==> config.mk <==
export PLATFORM = sky130hd
export DESIGN_NAME = ascon_io_bridge_flat
export DESIGN_NICKNAME = d
export VERILOG_FILES = /design/src/rtl/ascon_io_bridge_if.sv /design/src/rtl/ascon_io_bridge.sv /design/src/flat_wrapper.sv
export SDC_FILE = /design/constraint.sdc
export NUM_CORES = 1
export LEC_CHECK = 0
export BUFFER_PORTS_ARGS = -buffer_cell sky130_fd_sc_hd__buf_2
export CORE_MARGIN = 2
export CORE_UTILIZATION = 50
export CTS_CLUSTER_SIZE = 14
export DETAILED_ROUTE_END_ITERATION = 10
export HOLD_SLACK_MARGIN = 0.12
export PLACE_DENSITY_LB_ADDON = 0.05
export REMOVE_ABC_BUFFERS = 1
export SLEW_MARGIN = 30
export SYNTH_ARGS = -nofsm -noshare
export SYNTH_HDL_FRONTEND = slang
export SYNTH_SLANG_ARGS = --single-unit
==> constraint.sdc <==
create_clock -name clk -period 3.1 [get_ports clk]
set_input_delay 0.155 -clock clk [delete_from_list [all_inputs] [get_ports clk]]
set_output_delay 0.155 -clock clk [all_outputs]
set_load 0.005 [all_outputs]
==> src/rtl/ascon_io_bridge_if.sv <==
// Bus bundle for ascon_io_bridge: narrow input beats, wide core words,
// core results and the narrow output beat stream.
interface ascon_io_bridge_if #(
  parameter int IN_W   = 4,
  parameter int OUT_W  = 2,
  parameter int WORD_W = 64,
  parameter int DEPTH  = 4
);
  localparam int NB_IN   = WORD_W / IN_W;
  localparam int BEATS_W = $clog2(NB_IN) + 1;
  localparam int LVL_W   = $clog2(DEPTH) + 1;

  // GPIO input side
  logic [IN_W-1:0]    in_data;
  logic               in_valid;
  logic               in_last;
  logic               in_ready;

  // Word stream towards the core
  logic [WORD_W-1:0]  word_data;
  logic               word_valid;
  logic               word_last;
  logic [BEATS_W-1:0] word_beats;
  logic               word_ready;

  // Result stream from the core
  logic [WORD_W-1:0]  res_data;
  logic               res_valid;
  logic               res_ready;

  // GPIO output side
  logic [OUT_W-1:0]   out_data;
  logic               out_valid;
  logic               out_last;
  logic               out_ready;
  logic [LVL_W-1:0]   fifo_level;

  // Bridge view
  modport slave (
    input  in_data, in_valid, in_last, word_ready, res_data, res_valid, out_ready,
    output in_ready, word_data, word_valid, word_last, word_beats,
           res_ready, out_data, out_valid, out_last, fifo_level
  );

  // Surrounding GPIO mapping / core view
  modport master (
    output in_data, in_valid, in_last, word_ready, res_data, res_valid, out_ready,
    input  in_ready, word_data, word_valid, word_last, word_beats,
           res_ready, out_data, out_valid, out_last, fifo_level
  );
endinterface

==> src/rtl/ascon_io_bridge.sv <==
// Pin-limited I/O bridge for the Ascon core: deserialises IN_W-bit beats
// into left-aligned WORD_W-bit words, and buffers core results in a small
// FIFO before serialising them onto an OUT_W-bit bus with backpressure.
module ascon_io_bridge #(
  parameter int IN_W   = 4,
  parameter int OUT_W  = 2,
  parameter int WORD_W = 64,
  parameter int DEPTH  = 4
) (
  input  logic             clk,
  input  logic             rst,
  ascon_io_bridge_if.slave bus
);
  localparam int NB_IN  = WORD_W / IN_W;
  localparam int NB_OUT = WORD_W / OUT_W;
  localparam int CNT_W  = $clog2(NB_IN) + 1;
  localparam int OCNT_W = (NB_OUT > 1) ? $clog2(NB_OUT) : 1;
  localparam int PTR_W  = $clog2(DEPTH);
  localparam int LVL_W  = PTR_W + 1;

  typedef enum logic { FILL,  HOLD  } in_state_e;
  typedef enum logic { EMPTY, SHIFT } out_state_e;

  // ---------------------------------------------------------------- input
  in_state_e         in_state_q, in_state_d;
  logic [WORD_W-1:0] word_q;
  logic [CNT_W-1:0]  cnt_q;
  logic              last_q;

  logic              in_fire;
  logic              word_fire;
  logic              in_done;
  logic [CNT_W-1:0]  cnt_inc;
  logic [WORD_W-1:0] word_shift;
  logic [WORD_W-1:0] word_aligned;

  assign in_fire    = bus.in_valid && (in_state_q == FILL);
  assign word_fire  = (in_state_q == HOLD) && bus.word_ready;
  assign cnt_inc    = cnt_q + 1'b1;
  assign in_done    = (cnt_inc == CNT_W'(NB_IN)) || bus.in_last;
  assign word_shift = (word_q << IN_W) | WORD_W'(bus.in_data);
  // Shifting the short word up pushes out any residue of the previous word
  // and zero-fills the unused low beats in one step.
  assign word_aligned = word_shift << (IN_W * (NB_IN - int'(cnt_inc)));

  // Input FSM state register
  // NOTE: sequential state uses non-blocking assignments so every register
  // samples pre-edge values regardless of block ordering.
  always_ff @(posedge clk or negedge rst) begin
    if (!rst) in_state_q <= FILL;
    else      in_state_q <= in_state_d;
  end

  // Input FSM next state: close the word on the last or NB_IN-th beat
  // NOTE: the default assignment first keeps this block free of latches.
  always_comb begin
    in_state_d = in_state_q;
    unique case (in_state_q)
      FILL: if (in_fire && in_done) in_state_d = HOLD;
      HOLD: if (word_fire)          in_state_d = FILL;
    endcase
  end

  // Input word assembly, beat count and last flag
  always_ff @(posedge clk or negedge rst) begin
    if (!rst) begin
      word_q <= '0;
      cnt_q  <= '0;
      last_q <= 1'b0;
    end else if (in_fire) begin
      word_q <= in_done ? word_aligned : word_shift;
      cnt_q  <= cnt_inc;
      last_q <= bus.in_last;
    end else if (word_fire) begin
      cnt_q  <= '0;
      last_q <= 1'b0;
    end
  end

  // Input FSM outputs, all from registered state
  always_comb begin
    bus.in_ready   = (in_state_q == FILL);
    bus.word_valid = (in_state_q == HOLD);
    bus.word_data  = word_q;
    bus.word_last  = last_q;
    bus.word_beats = cnt_q;
  end

  // ---------------------------------------------------------- result FIFO
  logic [WORD_W-1:0] mem [DEPTH];
  logic [PTR_W-1:0]  wr_ptr, rd_ptr;
  logic [LVL_W-1:0]  level_q;
  logic              full, empty, push, pop;

  assign full  = (level_q == LVL_W'(DEPTH));
  assign empty = (level_q == '0);
  assign push  = bus.res_valid && !full;

  // FIFO storage write
  // NOTE: storage is deliberately not reset; clearing the pointers and level
  // is what discards its contents.
  always_ff @(posedge clk) begin
    if (push) mem[wr_ptr] <= bus.res_data;
  end

  // FIFO pointers and occupancy; pointers wrap naturally at DEPTH
  always_ff @(posedge clk or negedge rst) begin
    if (!rst) begin
      wr_ptr  <= '0;
      rd_ptr  <= '0;
      level_q <= '0;
    end else begin
      if (push) wr_ptr <= wr_ptr + 1'b1;
      if (pop)  rd_ptr <= rd_ptr + 1'b1;
      unique case ({push, pop})
        2'b10:   level_q <= level_q + 1'b1;
        2'b01:   level_q <= level_q - 1'b1;
        default: level_q <= level_q;
      endcase
    end
  end

  assign bus.res_ready  = !full;
  assign bus.fifo_level = level_q;

  // ------------------------------------------------------- output shifter
  out_state_e        out_state_q, out_state_d;
  logic [WORD_W-1:0] sh_q;
  logic [OCNT_W-1:0] ocnt_q;
  logic              beat_fire, last_beat, load;

  assign beat_fire = (out_state_q == SHIFT) && bus.out_ready;
  assign last_beat = (out_state_q == SHIFT) && (ocnt_q == OCNT_W'(NB_OUT - 1));
  // Reloading on the final handshake keeps consecutive words bubble-free.
  assign load      = !empty && ((out_state_q == EMPTY) || (beat_fire && last_beat));
  assign pop       = load;

  // Output FSM state register
  always_ff @(posedge clk or negedge rst) begin
    if (!rst) out_state_q <= EMPTY;
    else      out_state_q <= out_state_d;
  end

  // Output FSM next state: idle once the last beat leaves with nothing queued
  always_comb begin
    out_state_d = out_state_q;
    unique case (out_state_q)
      EMPTY: if (load)                            out_state_d = SHIFT;
      SHIFT: if (beat_fire && last_beat && !load) out_state_d = EMPTY;
    endcase
  end

  // Shift register load from the FIFO and per-beat shift
  always_ff @(posedge clk or negedge rst) begin
    if (!rst) begin
      sh_q   <= '0;
      ocnt_q <= '0;
    end else if (load) begin
      sh_q   <= mem[rd_ptr];
      ocnt_q <= '0;
    end else if (beat_fire) begin
      sh_q   <= sh_q << OUT_W;
      ocnt_q <= last_beat ? '0 : ocnt_q + 1'b1;
    end
  end

  // Output FSM outputs; a fully shifted word leaves zeros on out_data
  always_comb begin
    bus.out_valid = (out_state_q == SHIFT);
    bus.out_last  = last_beat;
    bus.out_data  = sh_q[WORD_W-1 -: OUT_W];
  end
endmodule
==> src/flat_wrapper.sv <==
// flat-port wrapper written by rule: the top's interface ports become plain ports
module ascon_io_bridge_flat 
#(
  parameter int IN_W   = 4,
  parameter int OUT_W  = 2,
  parameter int WORD_W = 64,
  parameter int DEPTH  = 4
)
  (clk, rst, bus_in_data, bus_in_valid, bus_in_last, bus_word_ready, bus_res_data, bus_res_valid, bus_out_ready, bus_in_ready, bus_word_data, bus_word_valid, bus_word_last, bus_word_beats, bus_res_ready, bus_out_data, bus_out_valid, bus_out_last, bus_fifo_level);
  ascon_io_bridge_if #(.IN_W(IN_W), .OUT_W(OUT_W), .WORD_W(WORD_W), .DEPTH(DEPTH)) bus_i ();
  input  logic clk;
  input  logic rst;
  input wire logic [$bits(bus_i.in_data)-1:0] bus_in_data;
  input wire logic [$bits(bus_i.in_valid)-1:0] bus_in_valid;
  input wire logic [$bits(bus_i.in_last)-1:0] bus_in_last;
  input wire logic [$bits(bus_i.word_ready)-1:0] bus_word_ready;
  input wire logic [$bits(bus_i.res_data)-1:0] bus_res_data;
  input wire logic [$bits(bus_i.res_valid)-1:0] bus_res_valid;
  input wire logic [$bits(bus_i.out_ready)-1:0] bus_out_ready;
  output wire logic [$bits(bus_i.in_ready)-1:0] bus_in_ready;
  output wire logic [$bits(bus_i.word_data)-1:0] bus_word_data;
  output wire logic [$bits(bus_i.word_valid)-1:0] bus_word_valid;
  output wire logic [$bits(bus_i.word_last)-1:0] bus_word_last;
  output wire logic [$bits(bus_i.word_beats)-1:0] bus_word_beats;
  output wire logic [$bits(bus_i.res_ready)-1:0] bus_res_ready;
  output wire logic [$bits(bus_i.out_data)-1:0] bus_out_data;
  output wire logic [$bits(bus_i.out_valid)-1:0] bus_out_valid;
  output wire logic [$bits(bus_i.out_last)-1:0] bus_out_last;
  output wire logic [$bits(bus_i.fifo_level)-1:0] bus_fifo_level;
  assign bus_i.in_data = bus_in_data;
  assign bus_i.in_valid = bus_in_valid;
  assign bus_i.in_last = bus_in_last;
  assign bus_i.word_ready = bus_word_ready;
  assign bus_i.res_data = bus_res_data;
  assign bus_i.res_valid = bus_res_valid;
  assign bus_i.out_ready = bus_out_ready;
  assign bus_in_ready = bus_i.in_ready;
  assign bus_word_data = bus_i.word_data;
  assign bus_word_valid = bus_i.word_valid;
  assign bus_word_last = bus_i.word_last;
  assign bus_word_beats = bus_i.word_beats;
  assign bus_res_ready = bus_i.res_ready;
  assign bus_out_data = bus_i.out_data;
  assign bus_out_valid = bus_i.out_valid;
  assign bus_out_last = bus_i.out_last;
  assign bus_fifo_level = bus_i.fifo_level;
  ascon_io_bridge #(.IN_W(IN_W), .OUT_W(OUT_W), .WORD_W(WORD_W), .DEPTH(DEPTH)) u_core (.clk(clk), .rst(rst), .bus(bus_i));
endmodule
**Word level (Yosys, flattened, before mapping)**

Memory sizes are Yosys's and may differ from the RTL's.
Cells that the tools add are included.
W data, S select, Z words.

- Muxes and demuxes: 19
- Reductions and logical operators: 18
- Equality and inequality tests: 5
- Bitwise gates (word level): 3
- Add/sub/neg operators: 7
- Shift operators: 1

Operators with widths:

| kind | number |
|---|---|
| $mux W64 | 3 |
| $or A64 B4 Y64 | 1 |
| $shl A64 B32 Y64 | 1 |
| $mux W5 | 5 |
| $add A5 B1 Y5 const B | 2 |
| $eq A5 B5 Y1 const B | 2 |
| $logic_and A1 B1 Y1 | 9 |
| $mux W1 | 8 |
| $pmux W3 S2 | 1 |
| $reduce_bool A2 Y1 | 3 |
| $sub A5 B5 Y6 const A | 1 |
| $add A2 B1 Y2 const B | 2 |
| $pmux W1 S2 | 2 |
| $add A3 B1 Y3 const B | 1 |
| $eq A3 B3 Y1 const B | 1 |
| $logic_not A1 Y1 | 3 |
| $logic_not A3 Y1 | 1 |
| $sub A3 B1 Y3 const B | 1 |
| $eq A2 B1 Y1 const B | 1 |
| $eq A2 B2 Y1 const B | 1 |
| $logic_or A1 B1 Y1 | 2 |
| $not A1 Y1 | 2 |

- Input bits: 75
- Word-level logic and storage cells: 64
- Register bits: 148
- RAM bits: 256
- Memories kept: 1
- Output and inout bits: 80

Memory list:

| name | words | bits a word | rd ports | clocked after Yosys merged registers in | wr ports | line | RTL |
|---|---|---|---|---|---|---|---|
| u_core.mem | 4 | 64 | 1 | 0 | 1 | ascon_io_bridge.sv:90 | `logic [WORD_W-1:0] mem [DEPTH];` |

**Longest topological paths before layout**

Gate-level depths: netlist of the first run.

- Word-level depth: 9
- Mapped depth: 16

**Least setup slack after synthesis of the first run**

No wires, ideal clock.

- Path type: reg-to-reg
- Start: register u_core.cnt_q[0], in the netlist u_core.bus.word_beats[0]
- End: register u_core.word_q[4], in the netlist u_core.bus.word_data[4]
- Cell stages (with the launch flop): 15
- Path slack: -0.436 ns
- Arrival: 3.459 ns
- Library setup time: 0.077 ns
- Period minus slack after synthesis: 3.536 ns
- Cells stage by stage: dfrtp_1 -> buf_2 -> buf_4 -> buf_4 -> buf_2 -> buf_2 -> nand2_1 -> xor2_1 -> and3_1 -> ha_1 -> o21ba_2 -> buf_1 -> a21boi_1 -> or4b_4 -> o21ai_1

- Cells in the longest elaborated chain, start to end: 4
- Elaborated cells between the ends (all ways): 6
- Classes of those cells: add/sub: 2; eq/ne: 1; shift: 1; mux: 1; reduce/logical: 1

Ends and longest elaborated chain:

| what | line | RTL |
|---|---|---|
| from (decl) | ascon_io_bridge.sv:27 | `logic [CNT_W-1:0] cnt_q;` |
| from (signal assigned) | ascon_io_bridge.sv:72 | `cnt_q <= cnt_inc;` |
| $add A5 B1 Y5 * | ascon_io_bridge.sv:39 | `assign cnt_inc = cnt_q + 1'b1;` |
| $sub A5 B5 Y6 / $eq A5 B5 Y1 (equally long branches) | ascon_io_bridge.sv:44, ascon_io_bridge.sv:40 |  |
| $shl A64 B32 Y64 / $logic_or A1 B1 Y1 (equally long branches) | ascon_io_bridge.sv:44, ascon_io_bridge.sv:40 |  |
| $mux W64 * | ascon_io_bridge.sv:71 | `word_q <= in_done ? word_aligned : word_shift;` |
| to (signal assigned) | ascon_io_bridge.sv:71 |  |
| to (decl) | ascon_io_bridge.sv:26 | `logic [WORD_W-1:0] word_q;` |

Every way passes the cells marked *; elsewhere a longest branch is shown, timed or not.
A chain may end at the register's enable or synchronous reset.

**Final worst setup path of the first run**

- Start: register u_core.cnt_q[1], in the netlist u_core.bus.word_beats[1]
- End: register u_core.word_q[6], in the netlist u_core.bus.word_data[6]

The elaborated chain is that of the path after synthesis.

==> flow_summary.json, run 1 <==
{
  "combPwrFrac": 0.324,
  "synth-async-reset-ratio": 0.3663,
  "grt_max_degree": 79,
  "worstPathCellList": "ha_4 -> nand3_1 -> xnor2_2 -> ha_1 -> o21ba_2 -> a21boi_1 -> or4b_4 -> o21ai_1",
  "status": "completed",
  "critical-path-max-stage-delay_ps": 550,
  "cp_max_fo": 11,
  "synth_top_area_frac": 0.4072,
  "intPower_mw": 12.92,
  "antenna_left": 0,
  "drt_wl_total_um": 45990,
  "core_region_area_um2": 37400,
  "die_y_um": 198.3,
  "fin_total_pwr_mw": 19.19,
  "vias_per_cell": 5.937,
  "dieArea_um2": 39330,
  "relSlewSlack": 0.4539,
  "drive_above_1_share": 0.2680,
  "vias": 12470,
  "antenna_found_initial": 3,
  "regArea_um2": 11400,
  "final_nets": 1636,
  "num_io_pins": 155,
  "multiInputGateArea_um2": 6995,
  "htreeDepth": 2,
  "synth_most_common_cell": "edfxtp_1",
  "yosys-top-cells-area": "edfxtp_1, dfrtp_1, mux4_2",
  "dp.cells": 1940,
  "track_usage": 0.2411,
  "ir_worst_vdd_mv": 0.5831,
  "syn2layout_area_growth_pct": 19.75,
  "endpoint_kind": "flip-flop",
  "switching_share": 0.3266,
  "power_switching_mw": 6.268,
  "grt_pass1_wl_um": 72730,
  "rsz0062_at_grt": "no",
  "maxCapViolCount": 0,
  "netlist-cell-type-count": 54,
  "gp_congestion": 0.8775,
  "clock_power_share": 0.271,
  "die_x_um": 198.3,
  "post_drt_wl_per_cell_um": 21.90,
  "leakage_nw": 8.348,
  "fin_crit_sh": 0.9255,
  "first_iter_violations": 847,
  "initial_core_util": 0.5048,
  "synth_edf_count": 256,
  "synth_common_cells": "edfxtp_1, dfrtp_1, nand2_1",
  "path_clk_slew_ps": 60,
  "yosys.area.top_type": "edfxtp_1",
  "grt_overflow": 0,
  "critical_path_class": "reg -> reg",
  "yosysSeqAreaShare": 0.6034,
  "clk_path_buf_depth": 3,
  "ys_ff_latch": 404,
  "dp_hpwl_um": 27730,
  "drc": 0,
  "yosysWarnings": 0,
  "cp_slowest_cell": "or4b_4",
  "cts_tree": "yes",
  "start_kind": "flip-flop",
  "fin_hold_ws_ps": 178.2,
  "netlist_instances": 1337,
  "synth_flop_cell": "edfxtp_1",
  "post_cts_resized": 0,
  "slew_violations": 0,
  "cts.sinks": 404,
  "netlist_area_um2": 18880,
  "hp-class": "in -> async",
  "worstPathArrival_ps": 3370,
  "clockRootBuffer": "clkbuf_16",
  "p_seq_frac": 0.404,
  "dr.pass1.iters": 5,
  "period_needed_ps": 2869,
  "grt_pass1_vias": 12740,
  "io_buffers": 154,
  "finalHoldViolations": 0,
  "cts_made_buffers": 44,
  "clock.fmax_mhz": 348.6,
  "timing.final.setup_violations": 0,
  "worstPathRequired_ps": 3600,
  "stdcell_count": 2100,
  "rows": 71,
  "syn_area_per_cell_um2": 14.12,
  "fill_cells": 2920,
  "worst_pin_slew_ps": 813.2,
  "fin_skew_ps": 15.46,
  "powerDensity_nw_per_um2": 848.9,
  "worstSkewPairLatency_ps": 570
}
-- layout by cell type, fill, tap and decap left out, types with 6 or more instances in the layout --
cell             n
edfxtp_1       256
buf_2          153
nand2_1        144
dfrtp_1        144
o21ai_0        115
mux4_2         110
mux2i_1         89
dlygate4sd3_1   75
clkbuf_16       44
a21oi_1         41
nor2_1          40
buf_4           34
a22oi_1         32
a32oi_1         28
a31oi_1         19
a22o_1          15
inv_1           14
or2_2           14
buf_12          14
o2111ai_1       13
mux2_2          12
nor3_1          11
clkinv_2        11
o31ai_1          9
and2_1           8
ha_1             8
clkbuf_1         8
a211oi_1         7
and3_1           7
nand2b_1         6
a221oi_1         6
clkbuf_8         6
-- kinds of logic (layout without fill, tap and decap cells) --
| logic type | count (synthesis) | after routing | share of synthesized area |
|---|---|---|---|
| compound gates | 315 | 315 | 0.1073 |
| xor+xnor | 10 | 10 | 0.004639 |
| fa+ha+maj | 10 | 10 | 0.007025 |
| buf+inv | 124 | 373 | 0.02929 |
| flops | 404 | 404 | 0.6034 |
| mux | 211 | 211 | 0.1856 |
| other cells | 0 | 3 | 0 |
| simple gates | 263 | 263 | 0.06283 |
-- worst paths after layout --
check	start	to	slack [ps]	cells past startpoint
worst min register to register	u_core.sh_q[38]	u_core.sh_q[38]	480	2
min in group clk	bus_res_data[46]	u_core.mem[2][46]	340	2
worst max-delay path	u_core.bus.word_beats[1]	u_core.bus.word_data[6]	230	8
worst min-delay path	rst	u_core.bus.word_data[45]	180	2
worst max register to register	u_core.bus.word_beats[1]	u_core.bus.word_data[6]	230	8
max in group asynchronous	rst	u_core.bus.word_data[23]	2090	3
-- registers in the layout, summed over array words and instances (netlist names) --
register / cells
u_core.bus.word_beats: 5
u_core.rd_ptr: 2
u_core.sh_q: 64
u_core.wr_ptr: 2
u_core.bus.fifo_level: 3
u_core.bus.word_last: 1
u_core.bus.out_valid: 1
u_core.bus.word_valid: 1
u_core.ocnt_q: 5
u_core.mem: 256
u_core.bus.word_data: 64
-- per-layer routing --
metal	track usage	vias to the layer above	part of all wire
li1	-	5671	-
met1	0.3299	6296	0.43
met2	0.3956	427	0.48
met3	0.04190	74	0.062
met4	0.07714	0	0.024
met5	0	-	0
-- critical path: cells and delay by family (launching register included) --
| kind | cells | cell delay (ps) |
|---|---|---|
| simple gates | 2 | 680 |
| xor+xnor | 1 | 170 |
| fa+ha+maj | 2 | 580 |
| flops | 1 | 520 |
| compound gates | 3 | 860 |
-- power groups by stage --
stage	combinational [mW]	sequential (mW)	clock, mW
floorplan	3.98	7.88	0
global placement	6.12	7.82	0
detailed placement	6.16	7.86	0
CTS	6.26	7.76	5.34
global route	6.75	7.90	5.55
finish	6.23	7.76	5.21
-- area by class of cell --
type                       count  share of cell area
multi-input combinational    809              0.3094
tap                          511             0.02828
clock buffer                  58             0.05368
sequential                   404              0.5043
inverter                      15            0.002490
timing repair buffer         277             0.09126
clock inverter                23             0.01024
antenna                        3           0.0003321
-- what timing repair did --
item,4_1_cts,5_1_grt
endpoints found under the setup margin,0,4
hold buffers,75,0
hold endpoints to repair,388,0
buffers inserted,0,1
-- stage by stage --
stage / setup slack, ps / cell area (um2) / setup TNS, ps / util
after CTS: 205.0 / 22590 / 0 / 0.6041
after detailed placement: 204.5 / 20400 / 0 / 0.5454
after floorplan: -4626 / 18380 / -508730 / -
after global routing: 54.22 / 22610 / 0 / 0.6044
final: 231.1 / 22610 / 0 / 0.6045
after global placement: 348.9 / 20400 / 0 / 0.5454
No activity file was read; power rests on OpenSTA's default activity.
==> inputs of run 2 (changes only) <==
--- a/config.mk
+++ b/config.mk
@@ -5,11 +5,11 @@
 export SDC_FILE = /design/constraint.sdc
 export NUM_CORES = 1
 export LEC_CHECK = 0
-export BUFFER_PORTS_ARGS = -buffer_cell sky130_fd_sc_hd__buf_2
 export CORE_MARGIN = 2
 export CORE_UTILIZATION = 50
 export CTS_CLUSTER_SIZE = 14
 export DETAILED_ROUTE_END_ITERATION = 10
+export DONT_BUFFER_PORTS = 1
 export HOLD_SLACK_MARGIN = 0.12
 export PLACE_DENSITY_LB_ADDON = 0.05
 export REMOVE_ABC_BUFFERS = 1
==> constraint.sdc (replaced) <==
create_clock -name clk -period 3.1 [get_ports clk]
set_input_delay 0.31 -clock clk [delete_from_list [all_inputs] [get_ports clk]]
set_output_delay 0.31 -clock clk [all_outputs]
set_load 0.005 [all_outputs]
==> flow_summary.json, run 2 (synthesis gave the netlist of run 1 again) <==
{
  "htreeDepth": 2,
  "worstPathRequired_ps": 3530,
  "postLayoutCellArea_um2": 21860,
  "final_util": 0.5846,
  "endpoint_kind": "flip-flop",
  "fin_skew_ps": 13.19,
  "hp-class": "in -> async",
  "track_usage": 0.2394,
  "path_delay_family": "compound AO/OA/AOI/OAI gates",
  "core_region_area_um2": 37400,
  "relSlewSlack": 0.3987,
  "dr.pass1.iters": 5,
  "critical_path_class": "reg -> reg",
  "vias": 11880,
  "vias_per_cell": 6.097,
  "dp.cells": 1790,
  "die_x_um": 198.3,
  "post_drt_wl_per_cell_um": 23.47,
  "clockRootBuffer": "clkbuf_16",
  "worst_pin_slew_ps": 895.5,
  "path_buf_inv": 1,
  "violations": "hold timing",
  "leakage_nw": 7.682,
  "worstPathCellList": "ha_4 -> and2b_1 -> a22oi_2 -> buf_4 -> a21oi_1 -> a41oi_1 -> nor3_1",
  "hold_buffers": 74,
  "io_buffers": 0,
  "period_needed_ps": 2872,
  "cts_made_buffers": 43,
  "dp_hpwl_um": 26920,
  "setup_tns_ps": 0,
  "dieArea_um2": 39330,
  "critical-path-max-stage-delay_ps": 660,
  "stdcell_count": 1948,
  "gp_congestion": 0.8378,
  "cts.sinks": 404,
  "path_clk_slew_ps": 60,
  "largest_reg_flops": 256,
  "grt_overflow": 0,
  "timing.final.setup_violations": 0,
  "die_y_um": 198.3,
  "postPlaceCellArea_um2": 19630,
  "antenna_left": 0,
  "num_io_pins": 155,
  "cts_tree": "yes",
  "worstSkewPairLatency_ps": 570,
  "maxCapViolCount": 0,
  "drt_wl_total_um": 45720,
  "largest_register": "u_core.mem",
  "ir_worst_vdd_mv": 0.5605,
  "initial_core_util": 0.5048,
  "worst_slack_ps": 227.7,
  "fill_cells": 2991,
  "fin_hold_ws_ps": -564.5,
  "clk_path_buf_depth": 3,
  "drive_above_1_share": 0.1898,
  "finalHoldViolations": 148,
  "clock.fmax_mhz": 348.2,
  "slew_violations": 0,
  "layout_common_cells": "edfxtp_1, nand2_1, dfrtp_1, o21ai_0, mux4_2",
  "rsz0062_at_grt": "no",
  "cp_max_fo": 14,
  "final_common_cell": "edfxtp_1",
  "grt_pass1_vias": 12270,
  "first_iter_violations": 710,
  "cp_slowest_cell": "a22oi_2",
  "grt_pass1_wl_um": 72110,
  "grt_max_degree": 149,
  "worstPathArrival_ps": 3300,
  "antenna_found_initial": 4,
  "powerDensity_nw_per_um2": 871.5,
  "final_nets": 1484,
  "start_kind": "flip-flop",
  "pre_cts_ws_ps": 138.8,
  "status": "complete, but fails checks",
  "drc": 0,
  "fin_crit_sh": 0.9265,
  "syn2layout_area_growth_pct": 15.80,
  "rows": 71
}
-- run 2: changes by cell type in the layout (fill, tap and decap cells not counted), sizes merged --
| cell | delta |
|---|---|
| buf | -150 |
| clkinv | -6 |
| bufinv | +2 |
| clkbuf | +2 |
| diode | +1 |
| dlygate4sd3 | -1 |
-- run 2: layout make-up --
| class | instances | area, um2 | share of cell area |
|---|---|---|---|
| clock inverter | 19 | 259.0 | 0.01185 |
| multi-input combinational | 809 | 7000 | 0.3202 |
| timing repair buffer | 126 | 1285 | 0.05878 |
| sequential | 404 | 11400 | 0.5215 |
| clock buffer | 60 | 1211 | 0.05540 |
| inverter | 15 | 56.30 | 0.002575 |
| tap | 511 | 639.4 | 0.02925 |
| antenna | 4 | 10.01 | 0.0004578 |
-- run 2: per-stage QoR --
stage,hold slack (ps),power [mW]
2_1_floorplan,14.41,11.86
6_report,-564.5,19.05
4_1_cts,-594.8,19.21
5_1_grt,-588.5,20.04
3_5_place_dp,19.98,13.71
3_3_place_gp,17.66,13.64
-- run 2: path summary, 6_finish.rpt --
path                       depth (start not counted)                 endpoint  slack, ps                startpoint
min                                                0         u_core.ocnt_q[4]       -560                       rst
min in group clk                                   3  u_core.bus.word_data[8]        160            bus_in_data[0]
max                                                7  u_core.bus.word_data[3]        230  u_core.bus.word_beats[0]
min reg2reg                                        2          u_core.sh_q[14]        480           u_core.sh_q[14]
max reg2reg                                        7  u_core.bus.word_data[3]        230  u_core.bus.word_beats[0]
max in group asynchronous                          0           u_core.sh_q[6]       3420                       rst
-- run 2: what timing repair did --
item                                   4_1_cts  5_1_grt
setup endpoints to repair                    0        9
gates resized for setup                      0        1
endpoints found under the hold margin      441      148
setup buffers                                0        1
-- run 2: worst reg2reg max path: stages, from the launching register on --
cell,delay (ps)
dfrtp_4,530
ha_4,310
and2b_1,190
a22oi_2,660
buf_4,270
a21oi_1,90
a41oi_1,550
nor3_1,130
-- run 2: where the power goes --
part           switching [mW]  leakage [nW]  total, mW  internal, mW
Sequential              0.931          4.31       7.82          6.89
Combinational            3.15          2.65       5.88          2.73
Clock                    2.12         0.720       5.35          3.23
-- run 2: routing by layer --
metal,global-route usage,vias up,routed length [um]
li1,-,5380,-
met1,0.3160,5991,19130
met2,0.3908,430,22050
met3,0.05621,75,3453
met4,0.08354,0,1092
met5,0,-,0
